[src/rtl/lfsr_crc_pkg.sv]
// lfsr_crc_pkg: shared definitions for the parametrised LFSR CRC engine.
//   - crc_state_e : FSM encoding (IDLE=0, CALC=1, SHIFT=2)
//   - default tap mask / seed constants (legacy 8-bit generator values)
//   - crc_cnt_width(): width of the read-out bit counter
package lfsr_crc_pkg;

  typedef enum logic [1:0] {
    IDLE  = 2'd0,
    CALC  = 2'd1,
    SHIFT = 2'd2
  } crc_state_e;

  localparam logic [31:0] LFSR_CRC_DEFAULT_TAPS = 32'h0000_000C;
  localparam logic [31:0] LFSR_CRC_DEFAULT_SEED = 32'h0000_00D8;

  // Counter only has to reach crc_width-1; keep at least one bit.
  function automatic int crc_cnt_width(input int crc_width);
    return (crc_width <= 2) ? 1 : $clog2(crc_width);
  endfunction

endpackage

[src/rtl/lfsr_crc_step.sv]
// lfsr_crc_step: combinational DATA_WIDTH-step LFSR update.
// Applies the single-bit step DATA_WIDTH times, i_data[0] first:
//   fb = d ^ R[0]; R'[W-1] = fb; R'[i] = R[i+1] ^ (TAPS[i] & fb)
// Ports:
//   i_r    [CRC_WIDTH-1:0]  current register value
//   i_data [DATA_WIDTH-1:0] message beat
//   o_r    [CRC_WIDTH-1:0]  register value after the whole beat
module lfsr_crc_step
  import lfsr_crc_pkg::*;
#(
  parameter int                   CRC_WIDTH  = 8,
  parameter int                   DATA_WIDTH = 1,
  parameter logic [CRC_WIDTH-1:0] TAPS       = CRC_WIDTH'(LFSR_CRC_DEFAULT_TAPS)
) (
  input  logic [CRC_WIDTH-1:0]  i_r,
  input  logic [DATA_WIDTH-1:0] i_data,
  output logic [CRC_WIDTH-1:0]  o_r
);

  // w_stage[k] is the register after k message bits.
  logic [CRC_WIDTH-1:0] w_stage [0:DATA_WIDTH];
  logic [DATA_WIDTH-1:0] w_fb;

  assign w_stage[0] = i_r;

  for (genvar k = 0; k < DATA_WIDTH; k++) begin : g_bit
    assign w_fb[k] = i_data[k] ^ w_stage[k][0];
    // The top tap bit is never used: bit W-1 always takes fb directly.
    assign w_stage[k+1] = {w_fb[k],
                           w_stage[k][CRC_WIDTH-1:1] ^
                           (TAPS[CRC_WIDTH-2:0] & {(CRC_WIDTH-1){w_fb[k]}})};
  end

  assign o_r = w_stage[DATA_WIDTH];

endmodule

[src/rtl/lfsr_crc_param.sv]
// lfsr_crc_param: parametrised LFSR CRC generator with serial read-out.
// Absorbs DATA_WIDTH message bits per cycle while ACTIVE is high, then
// shifts the CRC out LSB-first on CRC with VALID/BUSY high for CRC_WIDTH
// cycles, and reloads SEED.
// Handshake: the source presents one beat per cycle with ACTIVE=1; a
// message ends on the first cycle ACTIVE=0. While BUSY=1 ACTIVE is
// ignored; the source must wait for BUSY=0 before the next message.
// Ports:
//   CLK, RST (async, active-high)
//   DATA [DATA_WIDTH-1:0], ACTIVE : message input
//   CRC, VALID, BUSY              : registered serial output
// Optional (macro LFSR_CRC_PAR_OUT_EN):
//   CRC_WORD [CRC_WIDTH-1:0] : final register, loaded on entry to SHIFT
//   CRC_DONE                 : one-cycle pulse with the first VALID cycle
module lfsr_crc_param
  import lfsr_crc_pkg::*;
#(
  parameter int                   CRC_WIDTH  = 8,
  parameter int                   DATA_WIDTH = 1,
  parameter logic [CRC_WIDTH-1:0] TAPS       = CRC_WIDTH'(LFSR_CRC_DEFAULT_TAPS),
  parameter logic [CRC_WIDTH-1:0] SEED       = CRC_WIDTH'(LFSR_CRC_DEFAULT_SEED)
) (
  input  logic                  CLK,
  input  logic                  RST,
  input  logic [DATA_WIDTH-1:0] DATA,
  input  logic                  ACTIVE,
  output logic                  CRC,
  output logic                  VALID,
  output logic                  BUSY
`ifdef LFSR_CRC_PAR_OUT_EN
  ,
  output logic [CRC_WIDTH-1:0]  CRC_WORD,
  output logic                  CRC_DONE
`endif
);

  localparam int             CW       = crc_cnt_width(CRC_WIDTH);
  localparam logic [CW-1:0]  CNT_LAST = CW'(CRC_WIDTH - 1);

  crc_state_e           r_state, w_state_nxt;
  logic [CRC_WIDTH-1:0] r_r, w_r_nxt, w_step;
  logic [CW-1:0]        r_cnt, w_cnt_nxt;
  logic                 r_crc, w_crc_nxt;
  logic                 r_valid, w_valid_nxt;
  logic                 r_busy, w_busy_nxt;

  lfsr_crc_step #(
    .CRC_WIDTH  (CRC_WIDTH),
    .DATA_WIDTH (DATA_WIDTH),
    .TAPS       (TAPS)
  ) u_step (
    .i_r    (r_r),
    .i_data (DATA),
    .o_r    (w_step)
  );

  always_ff @(posedge CLK or posedge RST) begin
    if (RST) begin
      r_state <= IDLE;
      r_r     <= SEED;
      r_cnt   <= '0;
      r_crc   <= 1'b0;
      r_valid <= 1'b0;
      r_busy  <= 1'b0;
    end else begin
      r_state <= w_state_nxt;
      r_r     <= w_r_nxt;
      r_cnt   <= w_cnt_nxt;
      r_crc   <= w_crc_nxt;
      r_valid <= w_valid_nxt;
      r_busy  <= w_busy_nxt;
    end
  end

  always_comb begin
    w_state_nxt = r_state;
    w_r_nxt     = r_r;
    w_cnt_nxt   = r_cnt;
    w_crc_nxt   = 1'b0;
    w_valid_nxt = 1'b0;
    w_busy_nxt  = 1'b0;
    case (r_state)
      IDLE: begin
        // r_busy is still high during the last read-out bit; a beat
        // offered then is ignored.
        if (ACTIVE && !r_busy) begin
          w_r_nxt     = w_step;
          w_state_nxt = CALC;
        end
      end
      CALC: begin
        if (ACTIVE) begin
          w_r_nxt = w_step;
        end else begin
          w_state_nxt = SHIFT;
          w_cnt_nxt   = '0;
        end
      end
      SHIFT: begin
        w_crc_nxt   = r_r[0];
        w_valid_nxt = 1'b1;
        w_busy_nxt  = 1'b1;
        w_r_nxt     = r_r >> 1;
        if (r_cnt == CNT_LAST) begin
          w_state_nxt = IDLE;
          w_r_nxt     = SEED;
          w_cnt_nxt   = '0;
        end else begin
          w_cnt_nxt = r_cnt + CW'(1);
        end
      end
      default: begin
        w_state_nxt = IDLE;
        w_r_nxt     = SEED;
        w_cnt_nxt   = '0;
      end
    endcase
  end

  assign CRC   = r_crc;
  assign VALID = r_valid;
  assign BUSY  = r_busy;

`ifdef LFSR_CRC_PAR_OUT_EN
  logic [CRC_WIDTH-1:0] r_word;
  logic                 r_done;

  always_ff @(posedge CLK or posedge RST) begin
    if (RST) begin
      r_word <= '0;
      r_done <= 1'b0;
    end else begin
      // CALC with ACTIVE low is the edge that enters SHIFT; r_r is final.
      if (r_state == CALC && !ACTIVE) begin
        r_word <= r_r;
      end
      r_done <= (r_state == SHIFT) && (r_cnt == '0);
    end
  end

  assign CRC_WORD = r_word;
  assign CRC_DONE = r_done;
`endif

endmodule

[config.mk]
export PLATFORM = sky130hd
export DESIGN_NAME = lfsr_crc_param
export DESIGN_NICKNAME = d
export VERILOG_FILES = /design/src/rtl/lfsr_crc_pkg.sv /design/src/rtl/lfsr_crc_step.sv /design/src/rtl/lfsr_crc_param.sv
export SDC_FILE = /design/constraint.sdc
export NUM_CORES = 1
export LEC_CHECK = 0
export CAP_MARGIN = 20
export CORE_UTILIZATION = 54
export DETAILED_ROUTE_END_ITERATION = 8
export GPL_TIMING_DRIVEN = 0
export PLACE_DENSITY = 0.75
export SYNTH_ARGS = -nofsm -noshare
export SYNTH_HDL_FRONTEND = slang
export SYNTH_SLANG_ARGS = --single-unit
[constraint.sdc]
create_clock -name CLK -period 2 [get_ports CLK]
set_input_delay 0.3 -clock CLK [delete_from_list [all_inputs] [get_ports CLK]]
set_output_delay 0.3 -clock CLK [all_outputs]
set_load 0.01 [all_outputs]
==> summary.txt, run 1 <==
Route
  – DR WL/cell: roughly 13 um
  – Vias per cell: roughly 5.2
  – ANT nets after route: 0
  – Routed vias: 484
  – Drt initial violations: 7
  – Drt total wl: 1212 um
  – DR pass1 iterations: 4
  – DRC viols: 0

Logic synthesis
  – Cells after Synth: 68
  – Top FF cell, synth: dfrtp_1
  – Synth Cell Area: slightly below 800 um2
  – Post-synth EDFFs: 0
  – Mapped Avg Cell Area: 11.63 um2
  – Ys Warns: 0
  – Synth cell count leaders: 11 x dfrtp_1, 9 x inv_1, 8 x nand2_1, 6 x mux2i_1, 4 x dfstp_2
  – Yosys top cell area share: 0.3481
  – Asr flop ratio synth: 1.000
  – Syn Nets: 74
  – Synth area leader: dfrtp_1
  – Most frequent cell after synthesis: dfrtp_1
  – Largest cells by area after synthesis: dfrtp_1 35%, dfstp_2 13%, mux2i_1 7.6%
  – Register area share after synthesis: 0.4810
  – Cell variety after synth: 26
  – #FFs+latches synth: 15

Timing
  – # setup viols final: 0
  – Tcrit/Tclk final: 0.8294
  – Max Transition Viols Final: 0
  – Slew @ Worst Pin: between 0.5 and 0.6 ns
  – Setup TNS: 0 ns
  – Slew margin rel.: 0.6316
  – Hold Violations, Final: 0
  – Max frequency: between 600 and 700 MHz
  – Clock period minus worst slack: around 1.7 ns
  – RSZ-0062 raised after global routing: no
  – Post-route clock skew: between 0.009 and 0.01 ns

Global route
  – GRT overflow: 0
  – Met3 Usage GRT: 0.05000
  – First-pass GRT wire length: between 2000 and 2500 um
  – Vias in the first global route: 452
  – Met2 usage: 0.3145
  – Most Crowded Layer GR: met2
  – Antenna violations before repair: 0
  – Largest net degree at the start of global routing: 16
  – Met1 Use GR: 0.2386
  – Total GRT Usage: 0.1949

Clock tree
  – Post-CTS Setup Inserts: 0
  – TritonCTS clock tree: done
  – Clock Path Buffers: 2
  – CTS Buf Count: 3
  – # clock sinks: 15
  – Clk Latency, worst-skew pair: roughly 0.29 ns
  – Clk root buf: clkbuf_4
  – CTS Hold Bufs: 0
  – H-tree depth: 1
  – Clk slew on worst S/H paths: around 0.090 ns
  – Post-cts resize count: 0

Min path
  – Min-delay worst type: input pin to asynchronous set/reset pin

Worst setup path
  – WS Path Type: register to register
  – CP required: 2.21 ns
  – Max incr delay on CP: a little over 0.4 ns
  – Critical-path cell list: ha_1 -> ha_1 -> o21ai_1 -> o21ai_1 -> mux2_4
  – CP endpoint kind: register
  – Max FO, Critical Path: 7
  – Arrival @ worst endpoint: 1.87 ns
  – Worst setup SP type: register
  – Slowest CP cell: dfrtp_1

Pwr
  – Total Power Consumption: 1.406 mW
  – VDD IR max: 801.2 uV
  – Power Dens Cells: around 1600 mW/mm2
  – Pleak: approximately 0.44 nW

Outcome
  – Outcome: completed

Placed design
  – Gp weighted congestion: 0.7712
  – Buffers added on ports: 6
  – Dpl cells: 89
  – Hpwl dp: about 910 um
  – DP Area: 869.6 um2

Finish
  – Core Util, Final: 0.6726
  – Layout Cells excl Fill: 93
  – Syn-to-layout area delta: 13.45%
  – Nets: 85
  – Final instance area: around 900 um2
  – Ant diodes: 0
  – Fraction of layout cells with a size suffix above 1: 0.2564

Floorplanning
  – Die W: just over 40 um
  – Initial Util: 0.5929
  – I/O pin total: 7
  – Row Count: 13
  – Die area: 0.001621 mm2
  – Die Ht: about 40 um
  – Core Box Area: roughly 0.0013 mm2

Run
  – Max-cap violations: 0
## state kept, by name, indices dropped and copies added, names as in the netlist
name	count
r_r	8
r_cnt	3
r_state	2
BUSY	1
CRC	1
## placed cells by master (no fill, tap or decap)
cell type and count:
clkinv_2 1, nand2_1 8, o21ai_1 2, ha_1 2, xnor2_1 1, o21ai_0 3
clkbuf_4 3, inv_1 9, xor3_1 1, dfrtp_1 11, buf_4 1, o22ai_1 1
dfstp_2 4, and2_2 1, and2b_2 1, mux2_2 1, o31ai_1 1, clkdlybuf4s50_1 6
mux2_4 3, nor2b_1 1, mux2i_1 6, buf_6 2, nor3_1 2, nand2b_4 1
a211o_2 1, o211a_1 1, a32oi_1 1, a21oi_4 1, nand2b_1 2
## kinds of logic after synthesis
kind of cell,count (synthesis),share of synthesized area
AOI/OAI and AO/OA,11,0.1060
adders and majority gates,2,0.03164
buffers and inverters,12,0.08069
muxes,10,0.1471
and+or+nand+nor,16,0.1123
DFF,15,0.4810
xor gates and xnor gates,2,0.04114
## routing by layer
metal | vias to the layer above | share of wire
met4 | 0 | 0.022
met3 | 4 | 0.031
met1 | 224 | 0.52
met2 | 8 | 0.43
li1 | 248 | -
met5 | - | 0
## path summary, 6_finish.rpt
check | from | cells past startpoint | endpoint | slack (ns)
max | r_cnt[0]$_DFFE_PP0P_ | 5 | r_r[7]$_DFFE_PP1P_ | 0.34
min in group CLK | r_r[6]$_DFFE_PP1P_ | 2 | r_r[5]$_DFFE_PP0P_ | 0.51
max reg2reg | r_cnt[0]$_DFFE_PP0P_ | 5 | r_r[7]$_DFFE_PP1P_ | 0.34
min | RST | 2 | r_cnt[2]$_DFFE_PP0P_ | 0.34
max in group asynchronous | RST | 2 | r_r[7]$_DFFE_PP1P_ | 1.27
min reg2reg | r_r[6]$_DFFE_PP1P_ | 2 | r_r[5]$_DFFE_PP0P_ | 0.51
## critical path, delay by kind of cell (launching register included)
kind                     cells  cell delay [ns]
AO/OA/AOI/OAI                2             0.50
flip-flops                   1             0.41
adder cells (fa/ha/maj)      2             0.40
multiplexers                 1             0.29
## power by group
part	internal, mW	switching (mW)
logic	0.372	0.283
registers	0.477	0.101
clock network	0.0743	0.0986
## per-stage QoR
| stage | hold WS (ns) | worst slack (ns) |
|---|---|---|
| 2_1_floorplan | 0.1986 | 0.4886 |
| 3_3_place_gp | 0.4961 | 0.3260 |
| 3_5_place_dp | 0.4999 | 0.3469 |
| 4_1_cts | 0.3714 | 0.3124 |
| 5_1_grt | 0.4321 | 0.2491 |
| 6_report | 0.3443 | 0.3412 |
## layout make-up
type | count | area, um2
buffer | 3 | 30.03
clock buffer | 3 | 22.52
clock inverter | 1 | 5.005
fill | 106 | 436.7
inverter | 9 | 33.78
multi-input combinational | 41 | 346.6
sequential | 15 | 380.4
tap | 15 | 18.77
timing repair buffer | 6 | 60.06
Note: power is estimated with default switching activity, not from simulation.
==> run 2, diff against run 1 <==
- clock period: 2 -> 1.7 ns (I/O delays scaled with it)
==> run 2 against run 1 <==
Against the previous run:
- clock-buffer cell count stayed put
- worst hold slack got worse by 0.043 ns
- via count is 0.21% lower
- register-to-register slack got worse by 0.18 ns
- non-clock buffer count unchanged
- critical path type is now register to primary output
- wire length is 0.17% lower
- power up 18%
- final cell count unchanged
- largest power group unchanged
- sequential power increased by 18%
- combinational power grew 19%
==> summary.txt, run 2 (synthesized netlist as in run 1, its figures left out) <==
Worst setup path
  – Max FO, Critical Path: 3
  – Arrival @ worst endpoint: ~1.4 ns
  – Worst setup SP type: register
  – FF-to-FF End: r_r[7]$_DFFE_PP1P_
  – Worst flop-to-flop path startpoint: r_cnt[0]$_DFFE_PP0P_
  – CP required: 1.44 ns
  – Reg2Reg Depth: 5
  – Reg2Reg Setup Slack: 0.16 ns
  – CP endpoint kind: primary output
  – WS Path Type: register to primary output

Finish
  – Nets: 85
  – Ant diodes: 0
  – Max reg flops: 8
  – Largest registers: r_r x8, r_cnt x3, r_state x2
  – Fillers: 108
  – Commonest cells after routing, fill and taps aside: 11 x dfrtp_1, 9 x inv_1, 8 x nand2_1
  – FF/Latch Area: 380.4 um2
  – Largest reg by FF count: r_r
  – Syn-to-layout area delta: 13.92%
  – Most common cell after layout, fill and taps aside: dfrtp_1
  – Multi-input logic area: between 300 and 400 um2
  – Fraction of layout cells with a size suffix above 1: 0.2692

Clock tree
  – TritonCTS clock tree: done
  – Clk root buf: clkbuf_4
  – Clock Path Buffers: 2
  – CTS Buf Count: 3
  – Clk slew on worst S/H paths: roughly 0.090 ns
  – Post-cts resize count: 0
  – # clock sinks: 15
  – H-tree depth: 1
  – Clk Latency, worst-skew pair: roughly 0.29 ns
  – Post-CTS Setup Inserts: 0
  – CTS Hold Bufs: 0

Timing
  – Slew @ Worst Pin: around 0.55 ns
  – Setup TNS: 0 ns
  – Max frequency: between 600 and 700 MHz
  – Max Transition Viols Final: 0
  – Slew margin rel.: 0.6322
  – Hold Violations, Final: 0
  – Tcrit/Tclk final: 0.9467
  – Post-route clock skew: 0.008602 ns
  – RSZ-0062 raised after global routing: no
  – # setup viols final: 0
  – Clock period minus worst slack: 1.609 ns

Pwr
  – Power Dens Cells: 1843 mW/mm2
  – VDD IR max: 945.9 uV
  – Pleak: 0.4384 nW
  – Total Power Consumption: between 1.5 and 2 mW

Min path
  – Min-delay worst type: input pin to asynchronous set/reset pin

Placed design
  – Buffers added on ports: 6
  – Gp weighted congestion: 0.7712
  – Hpwl dp: ~900 um

Global route
  – Vias in the first global route: between 400 and 500
  – GRT overflow: 0
  – Total GRT Usage: 0.1949
  – Antenna violations before repair: 0
  – First-pass GRT wire length: 2001 um
  – Largest net degree at the start of global routing: 16

Route
  – Vias per cell: 5.194
  – Drt total wl: ~1200 um
  – DRC viols: 0
  – DR pass1 iterations: 2
  – ANT nets after route: 0
  – Routed vias: around 480
  – Drt initial violations: 6
  – DR WL/cell: about 13 um

Floorplanning
  – I/O pin total: 7
  – Core Box Area: between 0.001 and 0.0015 mm2
  – Row Count: 13
  – Die W: a little over 40 um
  – Die Ht: around 40 um
  – Die area: around 0.0016 mm2
  – Initial Util: 0.5929

Outcome
  – Outcome: completed

Run
  – Max-cap violations: 0
## run 2: changes by cell type in the layout (fill, tap and decap cells not counted)
cell,before,now
o21ai_1,2,1
o21ai_2,0,1
## run 2: worst max-delay path: stages, from the launching register on
cell             delay (ns)
dfrtp_1                0.42
buf_4                  0.13
clkdlybuf4s50_1        0.52
## run 2: area by class of cell
class | count | share of cell area
clock buffers | 3 | 0.02500
well taps | 15 | 0.02083
inverters | 9 | 0.03750
clock inverters | 1 | 0.005556
repair buffers | 6 | 0.06667
plain buffers | 3 | 0.03333
multi-input cells | 41 | 0.3889
flip-flops and latches | 15 | 0.4222
## run 2: worst max path at each step
stage | depth (start not counted) | to | startpoint | slack (ns)
6_report | 2 | VALID | BUSY$_DFF_PP0_ | 0.09
3_5_place_dp | 5 | r_r[7]$_DFFE_PP1P_ | r_cnt[0]$_DFFE_PP0P_ | 0.05
2_1_floorplan | 5 | r_r[7]$_DFFE_PP1P_ | r_cnt[0]$_DFFE_PP0P_ | 0.19
5_1_grt | 2 | VALID | BUSY$_DFF_PP0_ | 0.03
4_1_cts | 5 | r_r[7]$_DFFE_PP1P_ | r_cnt[0]$_DFFE_PP0P_ | 0.01
3_3_place_gp | 5 | r_r[7]$_DFFE_PP1P_ | r_cnt[0]$_DFFE_PP0P_ | 0.03
## run 2: metrics by stage
step	cells	worst slack (ns)	area (um2)	utilization	hold slack (ns)
4_1_cts	93	0.01245	897.1	0.6726	0.3264
2_1_floorplan	68	0.1886	790.8	-	0.1536
3_3_place_gp	89	0.02604	869.6	0.6520	0.4961
3_5_place_dp	89	0.04688	869.6	0.6520	0.4999
5_1_grt	93	0.02903	900.9	0.6754	0.3871
6_report	93	0.09066	900.9	0.6754	0.3009
## run 2: layer usage
layer	wire length [um]	global-route usage	vias to the layer above
li1	-	-	248
met1	620	0.2386	224
met2	526	0.3145	7
met3	37	0.05000	4
met4	27	0.1000	0
met5	0	0	-
## run 2: where the power goes
| part | internal [mW] | total [mW] | leakage [nW] | switching (mW) |
|---|---|---|---|---|
| combinational | 0.440 | 0.777 | 0.241 | 0.337 |
| clock | 0.0874 | 0.202 | 0.0177 | 0.115 |
| sequential | 0.561 | 0.680 | 0.180 | 0.120 |
